===== src/rtl/uxn_screen_pkg.sv =====
// Shared constants, FSM state encoding and draw-word packing helpers
// for the Varvara screen device encoder.
package uxn_screen_pkg;

  localparam int SCREEN_W_DEF = 320;
  localparam int SCREEN_H_DEF = 288;

  localparam logic [3:0] PORT_AUTO   = 4'h6;
  localparam logic [3:0] PORT_X_HI   = 4'h8;
  localparam logic [3:0] PORT_X_LO   = 4'h9;
  localparam logic [3:0] PORT_Y_HI   = 4'hA;
  localparam logic [3:0] PORT_Y_LO   = 4'hB;
  localparam logic [3:0] PORT_A_HI   = 4'hC;
  localparam logic [3:0] PORT_A_LO   = 4'hD;
  localparam logic [3:0] PORT_PIXEL  = 4'hE;
  localparam logic [3:0] PORT_SPRITE = 4'hF;

  localparam int W0_LAYER = 23;
  localparam int W0_COLOR = 21;
  localparam int W0_FILL  = 20;
  localparam int W0_B19   = 19;
  localparam int W0_B18   = 18;
  localparam int W0_X     = 9;
  localparam int W0_Y     = 0;
  localparam int W1_FY    = 19;
  localparam int W1_FX    = 18;
  localparam int W1_COLH  = 16;
  localparam int W1_ADDR  = 0;

  // The all-zero word is the queue's empty marker; this is the equivalent 1x1 fill.
  localparam logic [23:0] EMPTY_SUBST = 24'h1C0000;

  localparam logic [1:0] ST_IDLE = 2'd0;
  localparam logic [1:0] ST_W0   = 2'd1;
  localparam logic [1:0] ST_W1   = 2'd2;

  function automatic logic [23:0] pack_w0(input logic layer, input logic [1:0] color,
                                          input logic fill, input logic b19, input logic b18,
                                          input logic [8:0] x, input logic [8:0] y);
    logic [23:0] w;
    w = '0;
    w[W0_LAYER]            = layer;
    w[W0_COLOR +: 2]       = color;
    w[W0_FILL]             = fill;
    w[W0_B19]              = b19;
    w[W0_B18]              = b18;
    w[W0_X +: 9]           = x;
    w[W0_Y +: 9]           = y;
    return w;
  endfunction

  function automatic logic [23:0] pack_w1(input logic fy, input logic fx,
                                          input logic [1:0] color_hi, input logic [15:0] addr);
    logic [23:0] w;
    w = '0;
    w[W1_FY]         = fy;
    w[W1_FX]         = fx;
    w[W1_COLH +: 2]  = color_hi;
    w[W1_ADDR +: 16] = addr;
    return w;
  endfunction

endpackage


===== src/rtl/uxn_screen_regs.sv =====
// Screen device port register file (x, y, addr, auto) with registered read mux.
module uxn_screen_regs
  import uxn_screen_pkg::*;
#(
  parameter int SCREEN_W = SCREEN_W_DEF,
  parameter int SCREEN_H = SCREEN_H_DEF
) (
  input  logic        i_clk,
  input  logic        i_rst,
  input  logic        i_we,
  input  logic [3:0]  i_port,
  input  logic [7:0]  i_wdata,
  input  logic [3:0]  i_rport,
  input  logic        i_upd,
  input  logic [15:0] i_x_nxt,
  input  logic [15:0] i_y_nxt,
  input  logic [15:0] i_addr_nxt,
  output logic [15:0] o_x,
  output logic [15:0] o_y,
  output logic [15:0] o_addr,
  output logic [7:0]  o_auto,
  output logic [7:0]  o_rdata
);

  localparam logic [15:0] LP_W = 16'(SCREEN_W);
  localparam logic [15:0] LP_H = 16'(SCREEN_H);

  logic [15:0] r_x, r_y, r_addr;
  logic [7:0]  r_auto, r_rdata;
  logic [7:0]  w_rmux;

  always_ff @(posedge i_clk) begin
    if (i_rst) begin
      r_x    <= '0;
      r_y    <= '0;
      r_addr <= '0;
      r_auto <= '0;
    end else if (i_upd) begin
      r_x    <= i_x_nxt;
      r_y    <= i_y_nxt;
      r_addr <= i_addr_nxt;
    end else if (i_we) begin
      case (i_port)
        PORT_AUTO: r_auto       <= i_wdata;
        PORT_X_HI: r_x[15:8]    <= i_wdata;
        PORT_X_LO: r_x[7:0]     <= i_wdata;
        PORT_Y_HI: r_y[15:8]    <= i_wdata;
        PORT_Y_LO: r_y[7:0]     <= i_wdata;
        PORT_A_HI: r_addr[15:8] <= i_wdata;
        PORT_A_LO: r_addr[7:0]  <= i_wdata;
        default: ;
      endcase
    end
  end

  always_comb begin
    w_rmux = 8'h00;
    case (i_rport)
      4'h2:      w_rmux = LP_W[15:8];
      4'h3:      w_rmux = LP_W[7:0];
      4'h4:      w_rmux = LP_H[15:8];
      4'h5:      w_rmux = LP_H[7:0];
      PORT_AUTO: w_rmux = r_auto;
      PORT_X_HI: w_rmux = r_x[15:8];
      PORT_X_LO: w_rmux = r_x[7:0];
      PORT_Y_HI: w_rmux = r_y[15:8];
      PORT_Y_LO: w_rmux = r_y[7:0];
      PORT_A_HI: w_rmux = r_addr[15:8];
      PORT_A_LO: w_rmux = r_addr[7:0];
      default:   w_rmux = 8'h00;
    endcase
  end

  always_ff @(posedge i_clk) begin
    if (i_rst) r_rdata <= '0;
    else       r_rdata <= w_rmux;
  end

  assign o_x     = r_x;
  assign o_y     = r_y;
  assign o_addr  = r_addr;
  assign o_auto  = r_auto;
  assign o_rdata = r_rdata;

endmodule


===== src/rtl/uxn_screen_encoder.sv =====
// Converts screen device pixel/sprite writes into packed draw-queue words,
// including the sprite auto-repeat sequencer.
module uxn_screen_encoder
  import uxn_screen_pkg::*;
#(
  parameter int SCREEN_W = SCREEN_W_DEF,
  parameter int SCREEN_H = SCREEN_H_DEF
) (
  input  logic        i_clk,
  input  logic        i_rst,
  input  logic        i_dev_we,
  input  logic [3:0]  i_dev_port,
  input  logic [7:0]  i_dev_wdata,
  input  logic [3:0]  i_dev_rport,
  output logic [7:0]  o_dev_rdata,
  output logic [23:0] o_queue_data,
  output logic        o_queue_we,
  output logic        o_busy
);

  localparam logic [15:0] LP_W = 16'(SCREEN_W);
  localparam logic [15:0] LP_H = 16'(SCREEN_H);

  logic [1:0]  r_state;
  logic [7:0]  r_spr;
  logic [15:0] r_px, r_py, r_sa;
  logic [3:0]  r_i;
  logic [23:0] r_qdata;
  logic        r_qwe;

  logic [15:0] w_x, w_y, w_addr;
  logic [7:0]  w_auto;
  logic        w_we, w_pix, w_spr, w_last, w_upd;
  logic [15:0] w_dx, w_dy, w_sa_n, w_px_n, w_py_n;
  logic [15:0] w_x_nxt, w_y_nxt, w_addr_nxt;
  logic [15:0] w_xc, w_yc;
  logic        w_xoob, w_yoob, w_pix_ok;
  logic [23:0] w_pix_word;

  assign o_busy = (r_state != ST_IDLE);
  assign w_we   = i_dev_we && !o_busy;
  assign w_pix  = w_we && (i_dev_port == PORT_PIXEL);
  assign w_spr  = w_we && (i_dev_port == PORT_SPRITE);

  uxn_screen_regs #(.SCREEN_W(SCREEN_W), .SCREEN_H(SCREEN_H)) u_regs (
    .i_clk      (i_clk),
    .i_rst      (i_rst),
    .i_we       (w_we),
    .i_port     (i_dev_port),
    .i_wdata    (i_dev_wdata),
    .i_rport    (i_dev_rport),
    .i_upd      (w_upd),
    .i_x_nxt    (w_x_nxt),
    .i_y_nxt    (w_y_nxt),
    .i_addr_nxt (w_addr_nxt),
    .o_x        (w_x),
    .o_y        (w_y),
    .o_addr     (w_addr),
    .o_auto     (w_auto),
    .o_rdata    (o_dev_rdata)
  );

  // Pixel path: plain pixel or clamped fill, resolved in the write cycle.
  always_comb begin
    w_xoob = (w_x >= LP_W);
    w_yoob = (w_y >= LP_H);
    w_xc   = w_xoob ? (LP_W - 16'd1) : w_x;
    w_yc   = w_yoob ? (LP_H - 16'd1) : w_y;
    if (i_dev_wdata[7]) begin
      w_pix_ok   = !((!i_dev_wdata[4] && w_xoob) || (!i_dev_wdata[5] && w_yoob));
      w_pix_word = pack_w0(i_dev_wdata[6], i_dev_wdata[1:0], 1'b1, i_dev_wdata[5],
                           i_dev_wdata[4], w_xc[8:0], w_yc[8:0]);
    end else begin
      w_pix_ok   = !w_xoob && !w_yoob;
      w_pix_word = pack_w0(i_dev_wdata[6], i_dev_wdata[1:0], 1'b0, 1'b0, 1'b0,
                           w_x[8:0], w_y[8:0]);
      if (w_pix_word == 24'h0) w_pix_word = EMPTY_SUBST;
    end
  end

  // Sprite stepping: ax walks py, ay walks px (Varvara convention).
  assign w_dx   = w_auto[0] ? (r_spr[4] ? 16'hFFF8 : 16'd8) : 16'd0;
  assign w_dy   = w_auto[1] ? (r_spr[5] ? 16'hFFF8 : 16'd8) : 16'd0;
  assign w_sa_n = w_auto[2] ? (r_sa + (r_spr[7] ? 16'd16 : 16'd8)) : r_sa;
  assign w_px_n = r_px + w_dy;
  assign w_py_n = r_py + w_dx;
  assign w_last = (r_state == ST_W1) && (r_i >= w_auto[7:4]);

  always_comb begin
    w_upd      = 1'b0;
    w_x_nxt    = w_x;
    w_y_nxt    = w_y;
    w_addr_nxt = w_addr;
    if (w_pix) begin
      w_upd   = 1'b1;
      w_x_nxt = w_x + {15'd0, w_auto[0]};
      w_y_nxt = w_y + {15'd0, w_auto[1]};
    end else if (w_last) begin
      w_upd      = 1'b1;
      w_x_nxt    = w_x + w_dx;
      w_y_nxt    = w_y + w_dy;
      w_addr_nxt = w_sa_n;
    end
  end

  always_ff @(posedge i_clk) begin
    if (i_rst) begin
      r_state <= ST_IDLE;
      r_spr   <= '0;
      r_px    <= '0;
      r_py    <= '0;
      r_sa    <= '0;
      r_i     <= '0;
      r_qdata <= '0;
      r_qwe   <= 1'b0;
    end else begin
      r_qwe <= 1'b0;
      case (r_state)
        ST_IDLE: begin
          if (w_pix) begin
            r_qwe <= w_pix_ok;
            if (w_pix_ok) r_qdata <= w_pix_word;
          end else if (w_spr) begin
            r_spr   <= i_dev_wdata;
            r_px    <= w_x;
            r_py    <= w_y;
            r_sa    <= w_addr;
            r_i     <= '0;
            r_state <= ST_W0;
            r_qwe   <= (w_x < 16'd512) && (w_y < 16'd512);
            r_qdata <= pack_w0(i_dev_wdata[6], i_dev_wdata[1:0], 1'b0, 1'b1,
                               i_dev_wdata[7], w_x[8:0], w_y[8:0]);
          end
        end
        ST_W0: begin
          r_state <= ST_W1;
          r_qwe   <= (r_px < 16'd512) && (r_py < 16'd512);
          r_qdata <= pack_w1(r_spr[5], r_spr[4], r_spr[3:2], r_sa);
        end
        ST_W1: begin
          if (w_last) begin
            r_state <= ST_IDLE;
          end else begin
            r_state <= ST_W0;
            r_i     <= r_i + 4'd1;
            r_px    <= w_px_n;
            r_py    <= w_py_n;
            r_sa    <= w_sa_n;
            r_qwe   <= (w_px_n < 16'd512) && (w_py_n < 16'd512);
            r_qdata <= pack_w0(r_spr[6], r_spr[1:0], 1'b0, 1'b1, r_spr[7],
                               w_px_n[8:0], w_py_n[8:0]);
          end
        end
        default: r_state <= ST_IDLE;
      endcase
    end
  end

  assign o_queue_data = r_qdata;
  assign o_queue_we   = r_qwe;

endmodule


===== config.mk =====
export PLATFORM = sky130hd
export DESIGN_NAME = uxn_screen_encoder
export DESIGN_NICKNAME = d
export VERILOG_FILES = /design/src/rtl/uxn_screen_pkg.sv /design/src/rtl/uxn_screen_regs.sv /design/src/rtl/uxn_screen_encoder.sv
export SDC_FILE = /design/constraint.sdc
export NUM_CORES = 1
export LEC_CHECK = 0
export ABC_AREA = 1
export CAP_MARGIN = 20
export CELL_PAD_IN_SITES_DETAIL_PLACEMENT = 1
export CELL_PAD_IN_SITES_GLOBAL_PLACEMENT = 1
export CORE_ASPECT_RATIO = 1.5
export CORE_MARGIN = 1
export CORE_UTILIZATION = 28
export DETAILED_ROUTE_END_ITERATION = 12
export DONT_BUFFER_PORTS = 1
export PLACE_DENSITY_LB_ADDON = 0.1
export SLEW_MARGIN = 10
export SYNTH_ARGS = -nofsm -noshare
export SYNTH_HDL_FRONTEND = slang
export SYNTH_SLANG_ARGS = --single-unit

===== constraint.sdc =====
create_clock -name i_clk -period 3.4 [get_ports i_clk]
set_input_delay 0.34 -clock i_clk [delete_from_list [all_inputs] [get_ports i_clk]]
set_output_delay 0.34 -clock i_clk [all_outputs]
set_load 0.005 [all_outputs]

==> metrics.txt <==
Max-slew headroom=45.63%; row count=84; min-delay src=i_dev_wdata[0]; Worst R2R Path Depth=17; share of cells above drive strength 1=9.612%; Final Hold Fails=0; ANT cells=0; total CTS buffers=17; clock skew=0.009298 ns; sw power=4.457 mW; switching share of power=49.74%; post-synth top area cell=dfxtp_1; root buf cell=clkbuf_16; Sum Neg Setup Slack=0 ns; sequential area share after synthesis=30.29%; core box area=0.03510 mm^2; Cell Pwr Density=794.1 mW/mm^2; clk sinks=151; routed len/inst=23.53 um; synthesized area per cell=6.622 um^2; hold_ws=0.02372 ns; Final Cell Area=0.01128 mm^2; GP Congestion=0.9646; Filler cells=4498; WP data arrival=3.53 ns; wirelength, routed=46880 um; Worst R2R Start=r_state[0]; Hold Path Class=primary input to register; Starting Density=28.43%; global-route wire length before repair=69500 um; PnR worst setup slack=0.2170 ns; pre-CTS WS=-0.09686 ns; Die Ht=233.2 um; Layout area overhead=13.06%; Tmin final=3.183 ns; top area cells in the synthesized netlist=dfxtp_1, nand2_1, o21ai_0, inv_1, a21oi_1; vias in the first global route=10812; RR Endpoint=u_regs.o_x[6]; internal power=4.504 mW; Cell Area, Placed=0.01054 mm^2; CTS tree=done; Layout Utilization=32.14%; period utilization=93.62%; die width=156.1 um; critical path capture point type=register; Post-Layout Cell Count=1992; Iter 0 DRT Violations=503; Final setup violation count=0; most frequent cells in the layout=nand2_1, o21ai_0, inv_1; clk_lat worst skew=0.46 ns; initial antenna violation count=0; part of the power in the clock network=22.6%; WS Path Type=register to register; Syn. warnings=0; Crit Path Max Fanout=8; Peak supply drop=0.4353 mV; LEAKAGE=4.681 nW; die area=0.03642 mm^2; total power=8.960 mW; Cells after Synth=1507; hold path endpoint=o_queue_data[21]; outcome=completed; fmax=314.2 MHz; Final ANT Viol Nets=0; #FFs+latches synth=151; fin nets=1570; Cell variety after synth=56; count of pins over their slew limit=0; I/O pin count=53; hold-critical path depth=2; first-pass detailed-route iteration total=5; Total GRT Usage=26.29%; largest net degree at the start of global routing=47; Worst Tran Pin Value=0.8126 ns; top_reg_cell synth=dfxtp_1; post-route DRC violation count=0; r2r setup slk=0.22 ns; Post-Syn Nets=1571; Placed Instances=1952; DR vias=10687; Critical Path Start=r_state[0]; Worst Setup Start Kind=register; Comb pwr share=45.4%; number of enable flip-flop cells after synthesis=0; synthesized area=0.009980 mm^2; post-DP HPWL=36840 um; Async SR Flop Fraction=0%; RSZ-0062 raised after global routing=true; Max Cap Violations=0; Yosys top cell area share=30.29%; worst-case clock buffer depth=2; H-tree levels=4; Congestion Overflow GR=0; vias per cell=5.365; commonest non-fill, non-tap cell in the layout=nand2_1; Worst EP required=3.75 ns; Reg clk slew, reported paths=0.07 ns; Flop pwr share=31.9%; IO Port Bufs=0
==> power groups by stage <==
stage | Combinational (mW) | Clock [mW] | Sequential (mW)
floorplan | 2.71 | 0 | 2.53
global placement | 3.98 | 0 | 2.89
detailed placement | 4.03 | 0 | 2.89
CTS | 4.07 | 2.05 | 2.86
global route | 4.49 | 2.12 | 2.90
finish | 4.07 | 2.03 | 2.86
==> cell families (layout without fill, tap and decap cells) <==
kind of cell               Yosys count  in the layout  synth area share, %
xor gates and xnor gates            34             34                3.210
DFF                                151            151                30.29
and+or+nand+nor                    589            589                25.49
AOI/OAI and AO/OA                  453            453                25.89
buffers and inverters              235            247                9.403
adders and majority gates           45             45                5.717
==> per-layer routing <==
layer  GRT usage (%)  wire length [um]  up-vias  share of wire [%]
li1                -                 -     5152                  -
met1           28.11             18380     5220                 39
met2           48.80             24600      208                 52
met3           3.970              1356      107                2.9
met4           14.61              2541        0                5.4
met5               0                 0        -                  0
==> cell usage after synthesis (2+ instances only) <==
library cell / number
a31oi_1: 64
o21ai_0: 189
nor2_4: 2
a221oi_1: 20
nand3b_1: 5
a22oi_1: 6
clkinv_1: 2
a21oi_1: 121
nand2_2: 22
buf_6: 2
xor2_1: 24
nand3_2: 3
buf_2: 17
nor4_1: 3
xor2_2: 3
o211ai_1: 3
nor2_2: 6
nand3_1: 88
a211oi_1: 13
a21o_1: 3
xnor2_1: 7
ha_1: 44
nor3_1: 9
dfxtp_1: 151
buf_4: 3
o21ai_1: 3
inv_1: 163
o22ai_1: 7
nor2_1: 126
inv_2: 8
clkbuf_1: 33
o21bai_1: 5
or2_2: 8
o41ai_1: 2
nand2_1: 295
nand4_1: 19
buf_1: 4
a41oi_1: 6
==> registers in the layout, indices dropped and copies added (netlist names) <==
signal and cells:
o_queue_data 24, r_px 16, r_py 16, r_sa 16, u_regs.o_addr 16, u_regs.o_x 16, u_regs.o_y 16, r_spr 8
u_regs.o_auto 8, u_regs.o_rdata 8, r_i 4, r_state 2, o_queue_we 1
==> layout make-up <==
type / count / area (um^2) / area share, %
timing repair buffer: 38 / 315.3 / 2.794
multi-input combinational: 1121 / 6067 / 53.77
clock buffer: 18 / 439.2 / 3.892
tap: 473 / 591.8 / 5.245
clock inverter: 14 / 165.2 / 1.464
sequential: 151 / 3023 / 26.79
timing repair inverter: 1 / 5.005 / 0.04436
inverter: 176 / 676.9 / 5.999
==> worst max-delay path by stage <==
stage | endpoint | slack [ns] | depth (start not counted)
after floorplan | u_regs.o_x[11] | 0.25 | 18
after global placement | u_regs.o_x[13] | 0.06 | 19
after detailed placement | u_regs.o_x[13] | -0.1 | 19
after CTS | u_regs.o_y[11] | 0.002 | 22
after global routing | u_regs.o_y[11] | -0.02 | 22
final | u_regs.o_x[6] | 0.22 | 17
==> worst max-delay path, stage by stage (launching register included) <==
cell and delay [ns]:
dfxtp_1 0.34, inv_1 0.12, ha_1 0.21, nand2_2 0.13, nor2_4 0.16, nand2_4 0.11, clkinvlp_4 0.17, buf_4 0.13
nor2_1 0.03, ha_1 0.33, nand2_1 0.06, o21ai_0 0.28, nand3_1 0.15, nand2_1 0.20, xnor2_1 0.22, o21ai_0 0.14
o21ai_0 0.24, nor2_1 0.06
==> timing repair <==
action	in CTS	in global routing
endpoints found under the hold margin	39	0
hold buffers	2	0
setup buffers	0	5
gates cloned	0	1
endpoints found under the setup margin	5	18
gates resized for setup	2	16
Power figures use the tool's default switching activity.
